===== src/rtl/date_counter.sv =====
// Calendar date register (day/month/year-in-century) advanced by day_tick and
// loaded by set_load, with combinational BCD views and registered event pulses.
module date_counter (
  input  logic       clk,
  input  logic       rst_n,
  input  logic       day_tick,
  input  logic       set_load,
  input  logic [4:0] set_day,
  input  logic [3:0] set_month,
  input  logic [6:0] set_year,
  output logic [4:0] day,
  output logic [3:0] month,
  output logic [6:0] year,
  output logic       year_divisible_by_4,
  output logic [7:0] day_bcd,
  output logic [7:0] month_bcd,
  output logic [7:0] year_bcd,
  output logic       century_wrap,
  output logic       set_err
);

  // Event semantics: day_tick and set_load are level-sampled every cycle (no
  // handshake); set_load wins over day_tick, and a low rst_n discards both.

  function automatic logic [4:0] dim(input logic [3:0] m, input logic leap);
    case (m)
      4'd4, 4'd6, 4'd9, 4'd11: dim = 5'd30;
      4'd2:                    dim = leap ? 5'd29 : 5'd28;
      default:                 dim = 5'd31;
    endcase
  endfunction

  // Repeated subtraction is enough: every value here is at most 99.
  function automatic logic [7:0] to_bcd(input logic [6:0] v);
    logic [3:0] tens;
    logic [6:0] rem;
    tens = 4'd0;
    rem  = v;
    for (int k = 0; k < 9; k++) begin
      if (rem >= 7'd10) begin
        rem  = rem - 7'd10;
        tens = tens + 4'd1;
      end
    end
    to_bcd = {tens, rem[3:0]};
  endfunction

  logic       leap;
  logic [4:0] cur_dim;
  logic       load_ok;

  assign leap    = (year[1:0] == 2'd0);
  assign cur_dim = dim(month, leap);
  assign load_ok = (set_month >= 4'd1) && (set_month <= 4'd12) &&
                   (set_year <= 7'd99) && (set_day != 5'd0) &&
                   (set_day <= dim(set_month, set_year[1:0] == 2'd0));

  assign year_divisible_by_4 = leap;
  assign day_bcd             = to_bcd({2'b00, day});
  assign month_bcd           = to_bcd({3'b000, month});
  assign year_bcd            = to_bcd(year);

  always_ff @(posedge clk) begin
    if (!rst_n) begin
      day          <= 5'd1;
      month        <= 4'd1;
      year         <= 7'd0;
      century_wrap <= 1'b0;
      set_err      <= 1'b0;
    end else begin
      century_wrap <= 1'b0;
      set_err      <= 1'b0;
      if (set_load) begin
        if (load_ok) begin
          day   <= set_day;
          month <= set_month;
          year  <= set_year;
        end else begin
          set_err <= 1'b1;
        end
      end else if (day_tick) begin
        if (day < cur_dim) begin
          day <= day + 5'd1;
        end else begin
          day <= 5'd1;
          if (month < 4'd12) begin
            month <= month + 4'd1;
          end else begin
            month <= 4'd1;
            if (year < 7'd99) begin
              year <= year + 7'd1;
            end else begin
              year         <= 7'd0;
              century_wrap <= 1'b1;
            end
          end
        end
      end
    end
  end

endmodule


===== config.mk =====
export PLATFORM = sky130hd
export DESIGN_NAME = date_counter
export DESIGN_NICKNAME = d
export VERILOG_FILES = /design/src/rtl/date_counter.sv
export SDC_FILE = /design/constraint.sdc
export NUM_CORES = 1
export LEC_CHECK = 0
export BUFFER_PORTS_ARGS = -buffer_cell sky130_fd_sc_hd__buf_4
export CAP_MARGIN = 15
export CELL_PAD_IN_SITES_DETAIL_PLACEMENT = 0
export CELL_PAD_IN_SITES_GLOBAL_PLACEMENT = 1
export CORE_MARGIN = 2
export CORE_UTILIZATION = 42
export CTS_CLUSTER_SIZE = 25
export DETAILED_ROUTE_END_ITERATION = 7
export PLACE_DENSITY_LB_ADDON = 0.1
export SYNTH_ARGS = -nofsm -noshare
export SYNTH_HDL_FRONTEND = slang
export SYNTH_SLANG_ARGS = --single-unit

===== constraint.sdc =====
create_clock -name clk -period 12.5 [get_ports clk]
set_input_delay 1.875 -clock clk [delete_from_list [all_inputs] [get_ports clk]]
set_output_delay 1.875 -clock clk [all_outputs]
set_load 0.05 [all_outputs]

Yosys cells after proc, flatten, opt, wreduce, memory -nomap -nowiden
Index checks and enable logic that the tools add are counted.
Widths: inputs -> output; s select.
{ "word_totals": {"register_bits": 18, "input_bits": 20, "out_inout_bits": 43, "wordCells": 198} }
{ "classes": {"addsub": 54, "magnitude_cmp": 34, "eq_ne": 13, "n_mux": 75, "bitwise": 2, "reduce_logical": 15} }
{ "op_table": {"columns": ["operator", "n"], "rows": [
  ["$mux 7", 30],
  ["$ge 7x4->1 const B", 25],
  ["$sub 7x4->7 const B", 22],
  ["$mux 4", 32],
  ["$add 4x1->4 const B", 25],
  ["$mux 5", 4],
  ["$eq 4x3->1 const B", 4],
  ["$eq 4x4->1 const B", 4],
  ["$sub 4x4->4 const B", 3],
  ["$eq 4x2->1 const B", 2],
  ["$pmux 2 s2", 2],
  ["$reduce_or 4->1", 2],
  ["$add 7x1->7 const B", 1],
  ["$le 7x7->1 const B", 1],
  ["$lt 7x7->1 const B", 1],
  ["$mux 1", 7],
  ["$sub 5x4->6 const B", 1],
  ["$add 5x1->5 const B", 1],
  ["$ge 5x4->1 const B", 1],
  ["$le 5x5->1", 1],
  ["$lt 5x5->1", 1],
  ["$reduce_bool 5->1", 1],
  ["$reduce_or 5->1", 1],
  ["$sub 4x4->5 const B", 1],
  ["13 further kinds", 20]
]} }

Logic depth before layout (Yosys ltp)
Gate-level depths: netlist of the first run.
{ "depth": {"ltp_word": 18, "depth_mapped": 76, "depth_no_buf": 68} }

Least setup slack after synthesis of the first run
OpenSTA, ideal clock, no wires.
{ "synth_path": {"path_type": "reg2out", "startpoint": "reg month[1]", "endpoint": "out month_bcd[6]", "arrival_ns": 12.643, "required_ns": 10.625, "slack_ns": -2.018, "stages_incl_launch_ff": 71, "path_buffers": 8, "cell_sequence": "dfxtp_1 -> clkbuf_1 -> inv_1 -> ha_1 -> inv_1 -> ha_1 -> buf_2 -> inv_1 -> nand2_1 -> nor2_1 -> a21oi_1 -> inv_1 -> ha_1 -> clkbuf_1 -> inv_1 -> o211ai_1 -> nand2_1 -> inv_1 -> [35 not listed] -> o311ai_0 -> a21oi_1 -> a2111oi_0 -> nand3_1 -> buf_2 -> xnor2_1 -> inv_1 -> ha_1 -> nand2_1 -> a21o_1 -> clkbuf_1 -> xnor2_1 -> ha_1 -> a31oi_1 -> nor2b_1 -> buf_2 -> nand2b_1 -> xnor2_1"} }
{ "synth_via": {"elab_chain_cells": 18, "word_cells_on_any_way": 42, "cone_classes": "16 x add/sub; 9 x order compare; 17 x mux"} }
{ "synth_lines": {"columns": ["item", "line", "source"], "rows": [
  ["from (decl)", "12", "output logic [3:0] month,"],
  ["from (signal assigned)", "76", "month <= set_month;"],
  ["from (signal assigned)", "87", "month <= month + 4'd1;"],
  ["$sub 4x4->5 / $ge 4x4->1 (equally long branches)", "41, 40", null],
  ["$mux 7 / $mux 1 (equally long branches)", "40", "if (rem >= 7'd10) begin"],
  ["$sub 7x4->7, or another cell as far along", "41", "rem = rem - 7'd10;"],
  ["$mux 7 / $mux 4 (equally long branches)", "40", null],
  ["$sub 7x4->7, or another cell as far along", "41", null],
  ["$mux 7 / $mux 4 (equally long branches)", "40", null],
  ["$sub 7x4->7, or another cell as far along", "41", null],
  ["$mux 7 / $mux 4 (equally long branches)", "40", null],
  ["[2 not listed]", null, null],
  ["$sub 7x4->7, or another cell as far along", "41", null],
  ["$mux 7 / $mux 4 (equally long branches)", "40", null],
  ["$sub 7x4->7, or another cell as far along", "41", null],
  ["$mux 7 / $mux 4 (equally long branches)", "40", null],
  ["$sub 7x4->7, or another cell as far along", "41", null],
  ["$mux 7 / $mux 4 (equally long branches)", "40", null],
  ["$ge 7x4->1 / $add 4x1->4 (equally long branches)", "40, 42", null],
  ["$mux 4 (*)", "40", null],
  ["to (decl)", "16", "output logic [7:0] month_bcd,"]
]} }
Every way passes the cells marked *; elsewhere a longest branch is shown, timed or not.

Final worst setup path of the first run
{ "layout_path": {"startpoint": "reg year[1]", "endpoint": "out year_bcd[7]"} }
{ "layout_via": {"elab_chain_cells": 18, "word_cells_on_any_way": 42, "cone_classes": "16 x add/sub; 9 x order compare; 17 x mux"} }
{ "layout_lines": {"columns": ["item", "line", "source"], "rows": [
  ["from (decl)", "13", "output logic [6:0] year,"],
  ["from (signal assigned)", "77", "year <= set_year;"],
  ["from (signal assigned)", "91", "year <= year + 7'd1;"],
  ["$sub 7x4->7 / $ge 7x4->1 (equally long branches)", "41, 40", null],
  ["$mux 7 / $mux 1 (equally long branches)", "40", null],
  ["$sub 7x4->7, or another cell as far along", "41", null],
  ["$mux 7 / $mux 4 (equally long branches)", "40", null],
  ["$sub 7x4->7, or another cell as far along", "41", null],
  ["$mux 7 / $mux 4 (equally long branches)", "40", null],
  ["$sub 7x4->7, or another cell as far along", "41", null],
  ["$mux 7 / $mux 4 (equally long branches)", "40", null],
  ["[2 not listed]", null, null],
  ["$sub 7x4->7, or another cell as far along", "41", null],
  ["$mux 7 / $mux 4 (equally long branches)", "40", null],
  ["$sub 7x4->7, or another cell as far along", "41", null],
  ["$mux 7 / $mux 4 (equally long branches)", "40", null],
  ["$sub 7x4->7, or another cell as far along", "41", null],
  ["$mux 7 / $mux 4 (equally long branches)", "40", null],
  ["$ge 7x4->1 / $add 4x1->4 (equally long branches)", "40, 42", null],
  ["$mux 4 (*)", "40", null],
  ["to (decl)", "17", "output logic [7:0] year_bcd,"]
]} }
Marked as above.

==> results.sh, run 1 <==
export IMPL_final_antenna_net_count=0
export IMPL_layoutNonFillerInstCount=1538
export IMPL_starting_utilization_of_the_core_area_pct=42.5
export IMPL_fp_row_count=50
export IMPL_critical_path_most_common_cell="ha_4"
export IMPL_synth_sequential_area_ratio_pct=4.54
export IMPL_async_flop_share_pct=0
export IMPL_final_total_negative_setup_slack_ps=0
export IMPL_worst_hold_path_endpoint="month[1]$_SDFFE_PN0P_"
export IMPL_post_synthesis_xor_xnor_area_fraction_pct=9.70
export IMPL_most_utilized_layer_in_the_global_route_result="met2"
export IMPL_drt_first_pass_iters=5
export IMPL_pin_count=63
export IMPL_yosysMostFrequentCell="nand2_1"
export IMPL_final_setup_viol_count=0
export IMPL_worstMarginPinSlew_ps=900
export IMPL_reg2reg_depth=15
export IMPL_detailedRoute_firstIterationViolations=346
export IMPL_diodes=0
export IMPL_timing_final_crit_share_pct=99.6
export IMPL_grt_overflow_total=0
export IMPL_skew_ps=5.56
export IMPL_hold_path_class="reg2reg"
export IMPL_synth_avg_cell_area_um2=7.00
export IMPL_maximum_number_of_pins_on_one_net_before_global_route_repair=25
export IMPL_top_post_synthesis_cells_by_area="ha_1 12%, xnor2_1 6.7%, nand2_1 5.7%, a21oi_1 4.7%, dfxtp_1 4.5%"
export IMPL_syn_inst=1132
export IMPL_tritoncts_num_buffers=3
export IMPL_hold_buffers=0
export IMPL_grt_antenna_before_repair=0
export IMPL_synth_warning_count=0
export IMPL_synth_main_ff_cell="dfxtp_1"
export IMPL_setup_worst_path_end_class="output port"
export IMPL_grt_met3_usage_pct=1.01
export IMPL_design_core_area_mm2=0.0186
export IMPL_slowest_delay_ps=570
export IMPL_dp_cells=1461
export IMPL_synth_cell_types=118
export IMPL_slew_violations=0
export IMPL_ff2ff_setup_slack_ps=8700
export IMPL_synth_cell_area_mm2=0.00793
export IMPL_reg2reg_to="year[2]$_SDFFE_PN0P_"
export IMPL_rsz0062_at_grt="true"
export IMPL_critical_path_required_ps=10620
export IMPL_cell_with_the_largest_stage_delay_on_the_worst_path="or4_4"
export IMPL_drt_drc_violations_left=0
export IMPL_synth_adder_area_share_pct=11.8
export IMPL_synth_net_count=1227
export IMPL_netlist_top_cell_by_area="ha_1"
export IMPL_worst_r2r_start="year[0]$_SDFFE_PN0P_"
export IMPL_hold_path_startpoint="month[1]$_SDFFE_PN0P_"
export IMPL_clk_transition_reported_paths_ps=60
export IMPL_port_buffer_count=62
export IMPL_whs_ps=627
export IMPL_chipHeight_um=141
export IMPL_max_cap_viol_count=0
export IMPL_path_max_fanout=6
export IMPL_drive_gt1_share_pct=36.5
export IMPL_detailroute_via_count=9010
export IMPL_layout_area_overhead_vs_synth_pct=39.8
export IMPL_status="finished clean"
export IMPL_arrival_time_of_the_worst_setup_path_ps=10580
export IMPL_use_met2_pct=39.3
export IMPL_finish_net_count=1401
export IMPL_synth_simple_gate_area_share_pct=27.8
export IMPL_first_global_vias=8191
export IMPL_hold_path_depth=3
export IMPL_timing_max_slew_rel_slack_pct=39.1
export IMPL_number_of_clock_sinks=18
export IMPL_timing_hold_violations_final=0
export IMPL_timing_worst_setup_path_type="reg2out"
export IMPL_gp_routability_congestion=0.887
export IMPL_commonest_cells_in_the_synthesized_netlist="120 x nand2_1, 82 x nor2_1, 75 x ha_1"
export IMPL_post_dp_hpwl_mm=17.6
export IMPL_cts_tree="done"
export IMPL_wirelength_mm=23.1
export IMPL_synth_edf_count=0
export IMPL_clk_insertion_delay_late_ps=250
export IMPL_die_area_mm2=0.0200
export IMPL_ys_ff_latch=18
export IMPL_globalRouteTotalUtil_pct=21.5
export IMPL_synth_mux_area_fraction_pct=6.56
export IMPL_synth_compound_area_share_pct=33.3
export IMPL_die_w_um=141
export IMPL_wire_length_of_the_first_global_routing_pass_mm=37.9
export IMPL_yosys_area_top_type_share_pct=11.8
export IMPL_max_freq_mhz=80.3
export IMPL_start_kind="flip-flop"
export IMPL_grt_util_met1_pct=29.0
export IMPL_synth_top_family_by_area="compound AO/OA/AOI/OAI gates"
export IMPL_avgViaCountPerCell=5.86
export IMPL_finalCriticalPeriod_ps=12460
export IMPL_ctsRootBufferMaster="clkbuf_16"
export IMPL_wire_per_inst_um=15.0
export IMPL_cts_htree_levels=1
export IMPL_cts_path_max_buffers=2
-- worst max path at each step --
| stage | start | to | slack, ps | depth (start not counted) |
|---|---|---|---|---|
| after floorplan | year[1]$_SDFFE_PN0P_ | year_bcd[7] | -270 | 62 |
| after global placement | year[2]$_SDFFE_PN0P_ | year_bcd[7] | -420 | 63 |
| after detailed placement | year[2]$_SDFFE_PN0P_ | year_bcd[7] | -350 | 64 |
| after CTS | month[1]$_SDFFE_PN0P_ | month_bcd[5] | 10 | 67 |
| after global routing | year[1]$_SDFFE_PN0P_ | year_bcd[7] | -490 | 59 |
| final | year[1]$_SDFFE_PN0P_ | year_bcd[7] | 40 | 58 |
-- cell families (layout without fill, tap and decap cells) --
kind of cell	count (synthesis)	in the layout
buffers and inverters	120	292
muxes	48	48
and+or+nand+nor	425	425
xor gates and xnor gates	87	87
DFF	18	18
AOI/OAI and AO/OA	359	359
adders and majority gates	75	75
-- routing by layer --
metal / wire length [um] / vias up / part of all wire [%]
met3: 742 / 24 / 3.2
met4: 189 / 0 / 0.82
met2: 11600 / 184 / 50
met5: 0 / - / 0
li1: - / 4597 / -
met1: 10600 / 4205 / 46
-- cells in the final DEF (no fill, tap or decap), drive strengths merged, types with 33 or more instances in the layout --
cell type	n
a21oi	76
buf	212
ha	75
inv	75
nand2	120
nand3	40
nor2	84
nor3	33
o21ai	59
xnor2	61
-- state kept, by name (all words and copies together), names as in the netlist --
name,count
year,7
day,5
set_err,1
century_wrap,1
month,4
-- metrics by stage --
step	cell area (um2)	util, %	setup slack, ps
after floorplan	8860	-	-274
after global routing	11100	59.4	-491
after detailed placement	9880	53.0	-354
final	11100	59.4	44.2
after global placement	9880	53.0	-421
after CTS	10200	54.5	13.7
-- layout make-up --
type	instances	area, um2
tap	234	293
clock buffer	3	75.1
inverter	76	300
sequential	18	384
timing repair buffer	213	1710
multi-input combinational	994	8320
fill	1751	7560
-- what timing repair did --
action,4_1_cts,5_1_grt
gates cloned,0,1
setup endpoints to repair,13,21
pin swaps,10,69
gates resized for setup,14,109
setup buffers,16,57
-- worst max-delay path: cells and delay by family, from the launching register on --
kind | cells | cell delay [ps]
and+or+nand+nor | 20 | 4050
DFF | 1 | 390
muxes | 1 | 200
adders and majority gates | 8 | 1380
xor gates and xnor gates | 5 | 800
buffers and inverters | 10 | 1000
AOI/OAI and AO/OA | 14 | 2530
Power of run 1 is left out: the tool's default activity adds up to more than one toggle a clock period on the data nets, which glitch-free logic cannot reach.
==> inputs of run 2 (changes only) <==
CTS_CLUSTER_SIZE = 24   (was 25)
MAX_ROUTING_LAYER = met4   (was not set)
==> run 2 against run 1 <==
Critical path depth increased by 1. Clock skew decreased by 2.3 ps. Largest cell class unchanged. First-iteration DRC count increased by 0.87%. Highest routed layer unchanged.
==> results.sh, run 2 (synthesis gave the netlist of run 1 again) <==
export IMPL_status="finished clean"
export IMPL_slowest_delay_ps=560
export IMPL_largest_register="year"
export IMPL_clk_transition_reported_paths_ps=50
export IMPL_number_of_clock_sinks=18
export IMPL_path_max_fanout=7
export IMPL_top_regs="year x7, day x5, month x4"
export IMPL_maximum_number_of_pins_on_one_net_before_global_route_repair=25
export IMPL_worst_r2r_start="year[0]$_SDFFE_PN0P_"
export IMPL_pin_count=63
export IMPL_largest_register_ffs=7
export IMPL_ff2ff_setup_slack_ps=8730
export IMPL_cts_tree="done"
export IMPL_final_setup_viol_count=0
export IMPL_highest_layer="met4"
export IMPL_slew_violations=0
export IMPL_hold_path_depth=2
export IMPL_met2WireLength_mm=11.4
export IMPL_first_global_vias=8202
export IMPL_grt_antenna_before_repair=0
export IMPL_post_dp_hpwl_mm=17.6
export IMPL_starting_utilization_of_the_core_area_pct=42.5
export IMPL_hold_path_class="reg2reg"
export IMPL_wire_length_of_the_first_global_routing_pass_mm=38.1
export IMPL_reg2reg_depth=15
export IMPL_drt_drc_violations_left=0
export IMPL_diodes=0
export IMPL_detailroute_via_count=9109
export IMPL_ctsRootBufferMaster="clkbuf_16"
export IMPL_timing_hold_violations_final=0
export IMPL_max_cap_viol_count=0
export IMPL_drt_first_pass_iters=6
export IMPL_wirelength_mm=23.3
export IMPL_fp_row_count=50
export IMPL_drive_gt1_share_pct=37.0
export IMPL_critical_path_required_ps=10620
export IMPL_layout_area_overhead_vs_synth_pct=41.9
export IMPL_worst_hold_path_endpoint="year[1]$_SDFFE_PN0P_"
export IMPL_critical_path_most_common_cell="ha_4"
export IMPL_chipHeight_um=141
export IMPL_finish_net_count=1421
export IMPL_hold_path_startpoint="year[1]$_SDFFE_PN0P_"
export IMPL_final_antenna_net_count=0
export IMPL_die_area_mm2=0.0200
export IMPL_timing_max_slew_rel_slack_pct=37.5
export IMPL_finalCriticalPeriod_ps=12230
export IMPL_worstMarginPinSlew_ps=924
export IMPL_whs_ps=584
export IMPL_met3RoutedLength_um=809
export IMPL_detailedRoute_firstIterationViolations=349
export IMPL_cell_with_the_largest_stage_delay_on_the_worst_path="or4_4"
export IMPL_avgViaCountPerCell=5.85
export IMPL_timing_worst_setup_path_type="reg2out"
export IMPL_die_w_um=141
export IMPL_arrival_time_of_the_worst_setup_path_ps=10360
export IMPL_grt_overflow_total=0
export IMPL_tritoncts_num_buffers=3
export IMPL_globalRouteTotalUtil_pct=22.3
export IMPL_gp_routability_congestion=0.919
export IMPL_skew_ps=3.25
export IMPL_rsz0062_at_grt="true"
export IMPL_wire_per_inst_um=14.9
export IMPL_timing_final_crit_share_pct=97.9
export IMPL_max_freq_mhz=81.7
export IMPL_setup_worst_path_end_class="output port"
export IMPL_cts_htree_levels=1
export IMPL_most_frequent_cells_in_the_layout="212 x buf_4, 101 x nand2_1, 76 x nor2_1, 61 x a21oi_1, 52 x inv_1"
export IMPL_cts_path_max_buffers=2
export IMPL_start_kind="flip-flop"
export IMPL_final_common_cell="buf_4"
export IMPL_detail_route_wirelength_met1_mm=10.8
export IMPL_clk_insertion_delay_late_ps=250
export IMPL_reg2reg_to="year[2]$_SDFFE_PN0P_"
export IMPL_port_buffer_count=62
export IMPL_design_core_area_mm2=0.0186
==> run 2: timing repair <==
item	CTS	global route
setup endpoints to repair	12	21
pin swaps	9	64
cloned	0	1
resized for setup	10	106
hold buffers	0	0
buffers inserted	17	72
==> run 2: metrics by stage <==
stage	util, %	instances	worst slack [ps]	TNS [ps]	cell area (um2)
2_1_floorplan	-	1132	-274	-1530	8860
3_3_place_gp	53.2	1465	-438	-1960	9920
3_5_place_dp	53.2	1465	-396	-1700	9920
4_1_cts	54.6	1485	17.3	0	10200
5_1_grt	60.3	1558	-212	-1660	11200
6_report	60.3	1558	266	0	11200
==> run 2: final cells by class <==
cell class	instances	area, um2
clock buffers	3	75.1
fillers	1731	7390
inverters	76	305
multi-input cells	994	8310
flip-flops and latches	18	384
well taps	234	293
repair buffers	233	1880
==> run 2: critical path, delay by kind of cell (launching register included) <==
family          cells  cell delay, ps
compound gates     14            2820
xor+xnor            6             810
fa+ha+maj           8            1260
buf+inv            12            1160
flops               1             400
mux                 1             210
simple gates       18            3450
==> run 2: how the worst max path moves through the flow <==
stage                                startpoint      endpoint  slack, ps  depth (start not counted)
after global placement     year[2]$_SDFFE_PN0P_   year_bcd[7]       -440                         60
after CTS                 month[1]$_SDFFE_PN0P_  month_bcd[5]         20                         64
after global routing       year[1]$_SDFFE_PN0P_   year_bcd[7]       -210                         60
final                      year[1]$_SDFFE_PN0P_   year_bcd[7]        270                         59
after floorplan            year[1]$_SDFFE_PN0P_   year_bcd[7]       -270                         62
after detailed placement   year[2]$_SDFFE_PN0P_   year_bcd[7]       -400                         60
==> run 2: layer usage <==
layer / vias to the layer above / track usage (%)
met5: - / -
met4: 0 / 3.00
met3: 20 / 1.28
met2: 195 / 37.8
met1: 4258 / 30.0
li1: 4636 / -
Power of run 2 is left out for the same reason.
==> inputs of run 3 (changes only) <==
CORE_MARGIN = 3   (was 2)
==> run 3 against run 2 <==
Count of clock-buffer cells in the layout is 1 higher. Clock skew is 1.6 ps higher. Flip-flop and latch count stayed put. Setup slack worse by 150 ps. Critical path depth is 3 higher. Die area is 2.8% higher. Cell area is 0.79% lower. Hold slack better by 47 ps. Register-to-register slack worse by 150 ps. Utilization is 0.75 points higher. Critical path type unchanged. Largest cell class unchanged.
==> results.sh, run 3 (synthesis gave the netlist of run 1 again) <==
export IMPL_grt_overflow_total=0
export IMPL_wire_per_inst_um=15.5
export IMPL_worst_r2r_start="year[0]$_SDFFE_PN0P_"
export IMPL_fill_cells=1671
export IMPL_whs_ps=631
export IMPL_hold_buffers=0
export IMPL_ff2ff_setup_slack_ps=8580
export IMPL_cts_htree_levels=1
export IMPL_number_of_clock_sinks=18
export IMPL_maximum_number_of_pins_on_one_net_before_global_route_repair=25
export IMPL_skew_ps=4.86
export IMPL_wire_length_of_the_first_global_routing_pass_mm=39.1
export IMPL_start_kind="flip-flop"
export IMPL_hold_path_depth=1
export IMPL_diodes=0
export IMPL_finish_net_count=1413
export IMPL_largest_register="year"
export IMPL_use_met2_pct=38.9
export IMPL_hold_path_class="reg2reg"
export IMPL_fp_row_count=49
export IMPL_chipHeight_um=143
export IMPL_timing_max_slew_rel_slack_pct=37.5
export IMPL_pin_count=63
export IMPL_drt_first_pass_iters=7
export IMPL_detailedRoute_firstIterationViolations=393
export IMPL_grt_met3_usage_pct=1.23
export IMPL_top_regs="year x7, day x5, month x4"
export IMPL_final_setup_viol_count=0
export IMPL_final_util_pct=61.1
export IMPL_layout_area_overhead_vs_synth_pct=40.7
export IMPL_timing_final_crit_share_pct=99.1
export IMPL_largest_register_ffs=7
export IMPL_area_of_the_multi_input_gates_mm2=0.00829
export IMPL_slew_violations=0
export IMPL_grt_util_met1_pct=29.6
export IMPL_critical_path_required_ps=10620
export IMPL_reg2reg_depth=15
export IMPL_most_frequent_cells_in_the_layout="204 x buf_4, 99 x nand2_1, 74 x nor2_1, 62 x a21oi_1, 51 x inv_1"
export IMPL_setup_worst_path_end_class="output port"
export IMPL_clk_transition_reported_paths_ps=60
export IMPL_clk_insertion_delay_late_ps=250
export IMPL_final_common_cell="buf_4"
export IMPL_design_core_area_mm2=0.0183
export IMPL_ctsRootBufferMaster="clkbuf_16"
export IMPL_hold_path_startpoint="year[3]$_SDFFE_PN0P_"
export IMPL_wirelength_mm=24.0
export IMPL_worstMarginPinSlew_ps=923
export IMPL_status="finished clean"
export IMPL_cts_path_max_buffers=2
export IMPL_gp_routability_congestion=0.916
export IMPL_slowest_delay_ps=490
export IMPL_timing_hold_violations_final=0
export IMPL_worst_hold_path_endpoint="year[3]$_SDFFE_PN0P_"
export IMPL_path_max_fanout=7
export IMPL_finalCriticalPeriod_ps=12390
export IMPL_final_antenna_net_count=0
export IMPL_tritoncts_num_buffers=3
export IMPL_max_freq_mhz=80.7
export IMPL_post_dp_hpwl_mm=18.3
export IMPL_most_utilized_layer_in_the_global_route_result="met2"
export IMPL_die_area_mm2=0.0206
export IMPL_cell_with_the_largest_stage_delay_on_the_worst_path="or4b_4"
export IMPL_first_global_vias=8262
export IMPL_drt_drc_violations_left=0
export IMPL_detailroute_via_count=9166
export IMPL_final_seq_area_um2=387
export IMPL_port_buffer_count=62
export IMPL_timing_worst_setup_path_type="reg2out"
export IMPL_grt_antenna_before_repair=0
export IMPL_starting_utilization_of_the_core_area_pct=43.4
export IMPL_rsz0062_at_grt="true"
export IMPL_avgViaCountPerCell=5.93
export IMPL_die_w_um=143
export IMPL_cts_tree="done"
export IMPL_reg2reg_to="year[2]$_SDFFE_PN0P_"
export IMPL_max_cap_viol_count=0
export IMPL_drive_gt1_share_pct=36.9
export IMPL_globalRouteTotalUtil_pct=22.4
export IMPL_arrival_time_of_the_worst_setup_path_ps=10510
==> run 3: routing by layer <==
layer	vias up	wire length [um]
met3	22	764
met4	0	246
li1	4632	-
met1	4326	11000
met2	186	12000
met5	-	0
==> run 3: final cells by class <==
cell class	count	share of cell area, %
sequential	18	3.46
tap	229	2.57
inverter	76	2.74
multi-input combinational	994	74.3
timing repair buffer	225	16.1
clock buffer	4	0.796
==> run 3: timing repair <==
| action | in CTS | in global routing |
|---|---|---|
| hold endpoints to repair | 0 | 0 |
| gates resized for setup | 13 | 106 |
| setup buffers | 17 | 64 |
| cloned | 0 | 1 |
| pin swaps | 11 | 69 |
| setup endpoints to repair | 12 | 21 |
==> run 3: metrics by stage <==
step | TNS [ps] | instances | instance area, um2 | worst slack [ps]
5_1_grt | -3230 | 1546 | 11200 | -459
3_5_place_dp | -1990 | 1462 | 9920 | -443
6_report | 0 | 1546 | 11200 | 113
3_3_place_gp | -2020 | 1462 | 9920 | -439
2_1_floorplan | -1530 | 1132 | 8860 | -274
4_1_cts | 0 | 1483 | 10200 | 23.1
==> run 3: worst max-delay path by stage <==
stage	from	endpoint	slack, ps
6_report	year[2]$_SDFFE_PN0P_	year_bcd[7]	110
5_1_grt	year[1]$_SDFFE_PN0P_	year_bcd[7]	-460
4_1_cts	month[1]$_SDFFE_PN0P_	month_bcd[5]	20
3_5_place_dp	year[2]$_SDFFE_PN0P_	year_bcd[7]	-440
3_3_place_gp	year[2]$_SDFFE_PN0P_	year_bcd[7]	-440
2_1_floorplan	year[1]$_SDFFE_PN0P_	year_bcd[7]	-270
==> run 3: worst max-delay path: cells and delay by family, from the launching register on <==
family | cells | cell delay, ps
xor gates and xnor gates | 4 | 550
and+or+nand+nor | 18 | 3170
adders and majority gates | 8 | 1390
buffers and inverters | 15 | 1600
muxes | 2 | 400
AOI/OAI and AO/OA | 15 | 2810
DFF | 1 | 360
Power of run 3 is left out for the same reason.
